`config.mk`:
```
export PLATFORM = sky130hd
export DESIGN_NAME = ram_downscaler
export DESIGN_NICKNAME = d
export VERILOG_FILES = /design/src/rtl/ram_downscaler.sv
export SDC_FILE = /design/constraint.sdc
export NUM_CORES = 1
export LEC_CHECK = 0
export ABC_CLOCK_PERIOD_IN_PS = 6700
export CORE_AREA = 4 4 111 113
export CTS_BUF_LIST = sky130_fd_sc_hd__clkbuf_16
export DETAILED_ROUTE_END_ITERATION = 8
export DIE_AREA = 0 0 115 117
export PLACE_DENSITY = 0.57
export SLEW_MARGIN = 20
export SYNTH_ARGS = -nofsm -noshare
export SYNTH_HDL_FRONTEND = slang
export SYNTH_SLANG_ARGS = --single-unit
```
`constraint.sdc`:
```
create_clock -name clk -period 6.7 [get_ports clk]
set_clock_uncertainty 0.2 [all_clocks]
set_input_delay 0.67 -clock clk [delete_from_list [all_inputs] [get_ports clk]]
set_output_delay 0.67 -clock clk [all_outputs]
set_load 0.01 [all_outputs]
```
`src/rtl/ram_downscaler.sv`:
```
`default_nettype none
// ============================================================================
//  Module   : ram_downscaler
//  Purpose  : Reads a (2S)x(2S) DW-bit image from the frame RAM and writes an
//             SxS image to the output memory, where S = 2**SIDE_LOG2. Each
//             output pixel is the round-half-up average of one 2x2 RAM block.
//             This is the inverse of the 2x pixel-replicating upscale path.
//             At the default SIDE_LOG2=7 this converts 256x256 -> 128x128.
//  Ports    :
//    clk     in   system clock, rising edge
//    rst     in   asynchronous active-high reset
//    start   in   one-cycle pulse, begins a frame when not busy
//    RAM_A   out  RAM read address {row, col}, zero-extended to 16 bits
//    RAM_OE  out  RAM read enable
//    RAM_Q   in   RAM read data, valid the cycle after RAM_A/RAM_OE
//    OUT_A   out  output memory address {row, col}, zero-extended to 14 bits
//    OUT_WE  out  output memory write enable, one cycle per pixel
//    OUT_D   out  output pixel data
//    busy    out  high while a frame is being converted
//    done    out  high once the frame is complete, until start or rst
//  Revision : 1.0 - initial release
// ============================================================================
module ram_downscaler #(
  parameter int DW        = 8,
  parameter int SIDE_LOG2 = 7   // log2 of the output image side, 1..7
) (
  input  logic          clk,
  input  logic          rst,
  input  logic          start,
  output logic [15:0]   RAM_A,
  output logic          RAM_OE,
  input  logic [DW-1:0] RAM_Q,
  output logic [13:0]   OUT_A,
  output logic          OUT_WE,
  output logic [DW-1:0] OUT_D,
  output logic          busy,
  output logic          done
);

  localparam int c_IDX_W = 2 * SIDE_LOG2;

  typedef enum logic [2:0] {
    S_IDLE  = 3'd0,
    S_RD0   = 3'd1,
    S_RD1   = 3'd2,
    S_RD2   = 3'd3,
    S_RD3   = 3'd4,
    S_ACC   = 3'd5,
    S_WR    = 3'd6,
    S_FINAL = 3'd7
  } state_t;

  state_t               r_state;
  logic [c_IDX_W-1:0]   r_idx;   // output pixel index {r, c}
  logic [DW+1:0]        r_sum;   // 2x2 block accumulator

  logic [DW+1:0]        w_q_ext;
  logic [DW+1:0]        w_sum_q;
  logic [DW+1:0]        w_round;
  logic [c_IDX_W-1:0]   w_idx_inc;
  logic                 w_last;

  // Source address of one pixel of the 2x2 block behind output pixel idx:
  // {r, dy, c, dx}. The column field carries into the row naturally.
  function automatic logic [15:0] blk_addr(input logic [c_IDX_W-1:0] idx,
                                           input logic dy, input logic dx);
    logic [c_IDX_W+1:0] a;
    a = {idx[c_IDX_W-1 -: SIDE_LOG2], dy, idx[SIDE_LOG2-1:0], dx};
    return 16'(a);
  endfunction

  assign w_q_ext   = {2'b00, RAM_Q};
  assign w_sum_q   = r_sum + w_q_ext;
  // Four DW-bit values plus 2 always fit in DW+2 bits, so no wrap here.
  assign w_round   = w_sum_q + (DW+2)'(2);
  assign w_idx_inc = r_idx + c_IDX_W'(1);
  assign w_last    = &r_idx;

  // Outputs are registered alongside the state: each transition loads the
  // output values that belong to the destination state.
  always_ff @(posedge clk or posedge rst) begin
    if (rst) begin
      r_state <= S_IDLE;
      r_idx   <= '0;
      r_sum   <= '0;
      RAM_A   <= '0;
      RAM_OE  <= 1'b0;
      OUT_A   <= '0;
      OUT_WE  <= 1'b0;
      OUT_D   <= '0;
      busy    <= 1'b0;
      done    <= 1'b0;
    end else begin
      OUT_WE <= 1'b0;
      case (r_state)
        S_IDLE, S_FINAL: begin
          if (start) begin
            r_state <= S_RD0;
            r_idx   <= '0;
            RAM_A   <= '0;
            RAM_OE  <= 1'b1;
            busy    <= 1'b1;
            done    <= 1'b0;
          end
        end
        S_RD0: begin
          r_state <= S_RD1;
          RAM_A   <= blk_addr(r_idx, 1'b0, 1'b1);
        end
        S_RD1: begin
          // Data for the RD0 address arrives now and seeds the sum.
          r_sum   <= w_q_ext;
          r_state <= S_RD2;
          RAM_A   <= blk_addr(r_idx, 1'b1, 1'b0);
        end
        S_RD2: begin
          r_sum   <= w_sum_q;
          r_state <= S_RD3;
          RAM_A   <= blk_addr(r_idx, 1'b1, 1'b1);
        end
        S_RD3: begin
          r_sum   <= w_sum_q;
          r_state <= S_ACC;
          RAM_A   <= '0;
          RAM_OE  <= 1'b0;
        end
        S_ACC: begin
          // Last pixel of the block lands here; the rounded average is
          // formed from the completed sum so OUT_D is valid in WR.
          r_sum   <= w_sum_q;
          r_state <= S_WR;
          OUT_WE  <= 1'b1;
          OUT_A   <= 14'(r_idx);
          OUT_D   <= w_round[DW+1:2];
        end
        S_WR: begin
          OUT_A <= '0;
          OUT_D <= '0;
          if (w_last) begin
            r_state <= S_FINAL;
            busy    <= 1'b0;
            done    <= 1'b1;
          end else begin
            r_state <= S_RD0;
            r_idx   <= w_idx_inc;
            RAM_A   <= blk_addr(w_idx_inc, 1'b0, 1'b0);
            RAM_OE  <= 1'b1;
          end
        end
        default: begin
          r_state <= S_IDLE;
          RAM_A   <= '0;
          RAM_OE  <= 1'b0;
          busy    <= 1'b0;
          done    <= 1'b0;
        end
      endcase
    end
  end

endmodule
`default_nettype wire

```
==> results.json, run 1 <==
{
  "status": "finished, final reports clean",
  "synth_compound_area_frac": 0.238,
  "p_leak_nw": 2.09,
  "clock_latency_ps": 330,
  "synth_top_family_by_area": "compound AO/OA/AOI/OAI gates",
  "timing.fmax_mhz": 294,
  "dieArea_um2": 13500,
  "hold_violations": 0,
  "critPathMaxFanout": 4,
  "clockRootBuffer": "clkbuf_16",
  "drcViolationCount": 0,
  "rsz0062_at_grt": "false",
  "synth_top_area_frac": 0.442,
  "rrSetupSlack_ps": 3550,
  "multi_input_area_um2": 2010,
  "synth_seq_cells": 69,
  "post_cts_buffers": 0,
  "antenna_found_initial": 0,
  "cts_buffers": 9,
  "p_total_mw": 2.09,
  "coreArea_um2": 11300,
  "yosys.area.top_type": "dfrtp_1",
  "numClockSinks": 69,
  "whs_path_depth": 2,
  "worstPathArrival_ps": 3410,
  "synth-simple-area-share": 0.194,
  "grt_usage": 0.159,
  "yosysWarnings": 0,
  "synth-xor-area-share": 0.0224,
  "dpl_cell_area_um2": 4490,
  "slew_headroom": 0.330,
  "die_h_um": 117,
  "hp-class": "reg2reg",
  "fp-row-count": 39,
  "synthFlopType": "dfrtp_1",
  "path_clk_slew_ps": 50,
  "synth_cell_types": 59,
  "syn_inst": 428,
  "first_iter_violations": 234,
  "drive_above_1_share": 0.0553,
  "dieWidth_um": 115,
  "grt_pass1_vias": 3305,
  "via_per_inst": 5.47,
  "n_antenna_cell": 0,
  "synth_area_leaders": "dfrtp_1, nand2_1, o21ai_0",
  "grt_pass1_wl_um": 17000,
  "htree_levels": 3,
  "worst_pin_slew_ps": 1000,
  "cp.required_ps": 6710,
  "syn_area_um2": 3910,
  "hold_slack_ps": 271,
  "ir_drop_uv": 200,
  "maxSlewViolCount": 0,
  "nNetsFinal": 489,
  "drv_cap": 0,
  "synthArstFlopShare": 1.00,
  "ant_nets": 0,
  "rr_worst_depth": 5,
  "syn_avg_cell_area_um2": 9.13,
  "cellPowerDensity_nw_per_um2": 439,
  "num-fill-cells": 1147,
  "syn_to_final_growth_pct": 21.9,
  "place.gp.congestion": 0.857,
  "synth_mux_area_frac": 0.0234,
  "final.setup.worst_slack_ps": 3300,
  "hold_path_end": "RAM_A[8]",
  "cts_tree": "yes",
  "final_cells": 613,
  "initial_utilization": 0.345,
  "fin_util": 0.421,
  "yosysSeqAreaShare": 0.442,
  "r2r-end": "r_idx[0]",
  "io_pins": 53,
  "end_kind": "flip-flop",
  "final_area_um2": 4760,
  "totalWireLength_um": 10200,
  "setup_viol": 0,
  "grt_start_max_net_pins": 70,
  "cts_hold_buf": 0,
  "synth-edff-count": 0,
  "cts_max_path_buffers": 2,
  "syn_nets": 450,
  "min_period_ps": 3400,
  "pre_cts_ws_ps": 2980,
  "drt-pass1-iter-count": 4,
  "wl_per_cell_um": 16.7,
  "place_inst": 599,
  "r2r_start": "r_state[0]",
  "yosys.area_share.adder": 0.0372,
  "grt_overflow_total": 0,
  "worstSetupPathType": "in2reg",
  "numPortBuffers": 52,
  "start_kind": "input port",
  "min_from": "RAM_A[8]",
  "tns_ps": 0,
  "dpl.hpwl_um": 7100,
  "vias": 3356,
  "min_period_over_period": 0.508,
  "cts_resized": 0,
  "regArea_um2": 1730
}
==> layout make-up <==
class	count	share of cell area
multi-input combinational	323	0.423
sequential	69	0.362
timing repair buffer	54	0.112
clock buffer	9	0.0473
tap	143	0.0376
clock inverter	5	0.00972
inverter	10	0.00788
==> worst max path at each step <==
stage	endpoint	slack (ps)	start
2_1_floorplan	OUT_D[7]	3710	RAM_Q[0]
3_5_place_dp	OUT_D[7]	2980	RAM_Q[0]
3_3_place_gp	OUT_D[7]	3090	RAM_Q[0]
5_1_grt	OUT_D[7]	3120	RAM_Q[0]
6_report	OUT_D[7]	3300	RAM_Q[0]
4_1_cts	OUT_D[7]	3340	RAM_Q[0]
==> placed cells by master (no fill, tap or decap), drive strengths merged, types with 3 or more instances in the layout <==
cell type	count
xnor2	5
a211o	7
ha	10
xor2	5
clkdlybuf4s50	52
a21oi	26
clkbuf	9
a21o	5
nand4	4
dfrtp	69
o21ai	46
o21a	3
nor2	38
nor3b	5
a211oi	3
or3	4
clkinv	4
a22o	16
o211ai	5
a31oi	5
a221o	7
and3	4
nor3	5
nand2	55
inv	10
nor2b	9
nand2b	6
mux2i	8
nand3	14
==> Yosys cell counts (all sizes together) (2+ instances only) <==
library cell   n
a22oi          2
o211ai         5
a21oi         26
ha            10
nand3         14
o21ai         46
buf           11
o21a           3
or2            2
and2           2
a21boi         2
a221o          7
xnor2          5
dfrtp         69
a211oi         3
clkinv         2
nand2         55
a31oi          5
nor3           5
nor2          38
o221ai         2
a22o          16
nor2b          9
nor4           2
clkbuf        15
nand4          4
nor3b          5
a211o          7
o311ai         2
inv            8
mux2i          8
nand2b         6
xor2           5
or3            4
a21o           5
and3           4
a311oi         2
==> layer usage <==
layer,share of wire,global-route usage,up-vias
met1,0.46,0.216,1641
met5,0,0,-
met3,0.046,0.0416,8
li1,-,-,1624
met4,0.0074,0.0430,0
met2,0.49,0.253,83
==> state kept, by name, indices dropped and copies added (netlist names), 3 cells and up <==
register / flops
r_sum: 10
r_state: 3
r_idx: 14
OUT_A: 14
OUT_D: 8
RAM_A: 16
==> critical path, cell delays in order <==
cell	delay [ps]
clkdlybuf4s50_1	430
ha_1	250
fa_1	430
xor2_1	280
ha_1	270
nand2b_1	70
a21oi_1	120
o211ai_1	180
a311oi_2	410
a311o_1	230
o211ai_1	80
==> report_power, final <==
group          total (mW)  leakage (nW)  switching, mW  internal [mW]
registers           0.619         0.916          0.119          0.500
clock network       0.446         0.141          0.167          0.279
logic                1.03          1.03          0.616          0.409
total                2.09          2.09          0.902           1.19
==> kinds of logic (layout without fill, tap and decap cells) <==
kind of cell / count (synthesis) / count (layout)
muxes: 9 / 9
xor gates and xnor gates: 10 / 10
AOI/OAI and AO/OA: 138 / 138
DFF: 69 / 69
and+or+nand+nor: 155 / 155
buffers and inverters: 36 / 78
adders and majority gates: 11 / 11
No activity file was read; power rests on OpenSTA's default activity.
==> inputs of run 2 (changes only) <==
--- a/config.mk
+++ b/config.mk
@@ -5,7 +5,7 @@
 export SDC_FILE = /design/constraint.sdc
 export NUM_CORES = 1
 export LEC_CHECK = 0
-export ABC_CLOCK_PERIOD_IN_PS = 6700
+export ABC_CLOCK_PERIOD_IN_PS = 3300
 export CORE_AREA = 4 4 111 113
 export CTS_BUF_LIST = sky130_fd_sc_hd__clkbuf_16
 export DETAILED_ROUTE_END_ITERATION = 8
==> constraint.sdc (replaced) <==
create_clock -name clk -period 3.3 [get_ports clk]
set_clock_uncertainty 0.2 [all_clocks]
set_input_delay 0.33 -clock clk [delete_from_list [all_inputs] [get_ports clk]]
set_output_delay 0.33 -clock clk [all_outputs]
set_load 0.01 [all_outputs]
==> run 2 against run 1 <==
  * Routed wire length shrank 1.0%
  * Critical endpoint unchanged
  * Via count up 0.48%
  * Combinational power grew 120%
  * Final area increased by 2.0%
==> results.json, run 2 (same netlist as run 1, synthesis figures left out) <==
{
  "rsz0062_at_grt": "false",
  "io_pins": 53,
  "reg_top3": "RAM_A x16, OUT_A x14, r_idx x14",
  "timing.fmax_mhz": 327,
  "p_total_mw": 4.39,
  "rrSetupSlack_ps": 330,
  "p_int_mw": 2.55,
  "critPathMaxFanout": 4,
  "grt_pass1_vias": 3340,
  "die_h_um": 117,
  "setup_viol": 0,
  "switching_share": 0.419,
  "dieWidth_um": 115,
  "dieArea_um2": 13500,
  "numPortBuffers": 52,
  "place_inst": 607,
  "grt_overflow_total": 0,
  "post_cts_buffers": 0,
  "initial_utilization": 0.345,
  "drcViolationCount": 0,
  "syn_to_final_growth_pct": 24.3,
  "combPwrFrac": 0.512,
  "worst_pin_slew_ps": 835,
  "n_antenna_cell": 0,
  "via_per_inst": 5.42,
  "status": "finished, final reports clean",
  "antenna_found_initial": 0,
  "p_leak_nw": 2.14,
  "top_register": "RAM_A",
  "drive_above_1_share": 0.0752,
  "grt_pass1_wl_um": 16900,
  "slew_headroom": 0.442,
  "start_kind": "input port",
  "totalWireLength_um": 10100,
  "ant_nets": 0,
  "nNetsFinal": 497,
  "drt-pass1-iter-count": 4,
  "cts_hold_buf": 0,
  "path_clk_slew_ps": 50,
  "dpl.hpwl_um": 7350,
  "clkPwrFrac": 0.227,
  "cts_resized": 0,
  "ir_drop_uv": 369,
  "grt_start_max_net_pins": 27,
  "min_period_over_period": 0.925,
  "r2r_start": "r_sum[0]",
  "cellPowerDensity_nw_per_um2": 904,
  "r2r-end": "OUT_D[7]",
  "first_iter_violations": 267,
  "switchingPower_mw": 1.84,
  "hold_violations": 0,
  "place.gp.congestion": 0.835,
  "cp.required_ps": 3300,
  "seqPwrFrac": 0.261,
  "numClockSinks": 69,
  "tns_ps": 0,
  "clockRootBuffer": "clkbuf_16",
  "vias": 3372,
  "clock_latency_ps": 330,
  "end_kind": "flip-flop",
  "wl_per_cell_um": 16.3,
  "coreArea_um2": 11300,
  "cts_buffers": 9,
  "fin_util": 0.429,
  "worstPathArrival_ps": 3050,
  "worstSetupPathType": "in2reg",
  "drv_cap": 0,
  "largest_register_ffs": 16,
  "rr_worst_depth": 10,
  "min_period_ps": 3050,
  "final_common_cell": "dfrtp_1",
  "cts_tree": "yes",
  "final_cells": 622,
  "hp-class": "in2async",
  "htree_levels": 3,
  "final_cell_mix": "dfrtp_1, nand2_1, clkdlybuf4s50_1",
  "cts_max_path_buffers": 2,
  "maxSlewViolCount": 0,
  "fp-row-count": 39,
  "grt_usage": 0.158
}
==> run 2: worst max-delay path by stage <==
stage              from       end  slack [ps]  depth (start not counted)
2_1_floorplan  r_sum[0]  OUT_D[7]         630                         10
3_3_place_gp   RAM_Q[0]  OUT_D[7]          50                         11
3_5_place_dp   RAM_Q[0]  OUT_D[7]         -70                         11
4_1_cts        RAM_Q[0]  OUT_D[7]         270                         11
5_1_grt        RAM_Q[0]  OUT_D[7]          10                         11
6_report       RAM_Q[0]  OUT_D[7]         250                         11
==> run 2: area by class of cell <==
class | instances | area (µm²)
clock buffers | 9 | 225
clock inverters | 6 | 80.1
fillers | 1160 | 6460
inverters | 10 | 37.5
multi-input cells | 323 | 2010
flip-flops and latches | 69 | 1730
well taps | 143 | 179
repair buffers | 62 | 596
==> run 2: power by group through the flow <==
stage               clock network, mW  logic (mW)  registers (mW)
floorplan                           0        1.60            1.16
global placement                    0        2.20            1.15
detailed placement                  0        2.24            1.16
CTS                              1.02        2.25            1.14
global route                     1.06        2.50            1.17
finish                          0.998        2.25            1.15
==> run 2: per-stage QoR <==
stage	hold WS (ps)	area [µm²]	setup WS, ps
2_1_floorplan	283	3910	629
3_3_place_gp	265	4550	51.0
3_5_place_dp	277	4550	-65.1
4_1_cts	193	4860	273
5_1_grt	243	4860	14.7
6_report	185	4860	246
==> run 2: per-layer routing <==
metal,GRT usage,part of all wire
met1,0.198,0.45
met3,0.0360,0.040
met2,0.271,0.50
met4,0.0501,0.015
met5,0,0
==> run 2: critical path, stage by stage <==
cell and delay [ps]:
clkdlybuf4s50_1 440, ha_1 260, fa_1 430, xor2_1 290, ha_1 270, nand2b_1 70
a21oi_1 120, o211ai_1 150, a311oi_2 360, a311o_1 240, o211ai_1 90
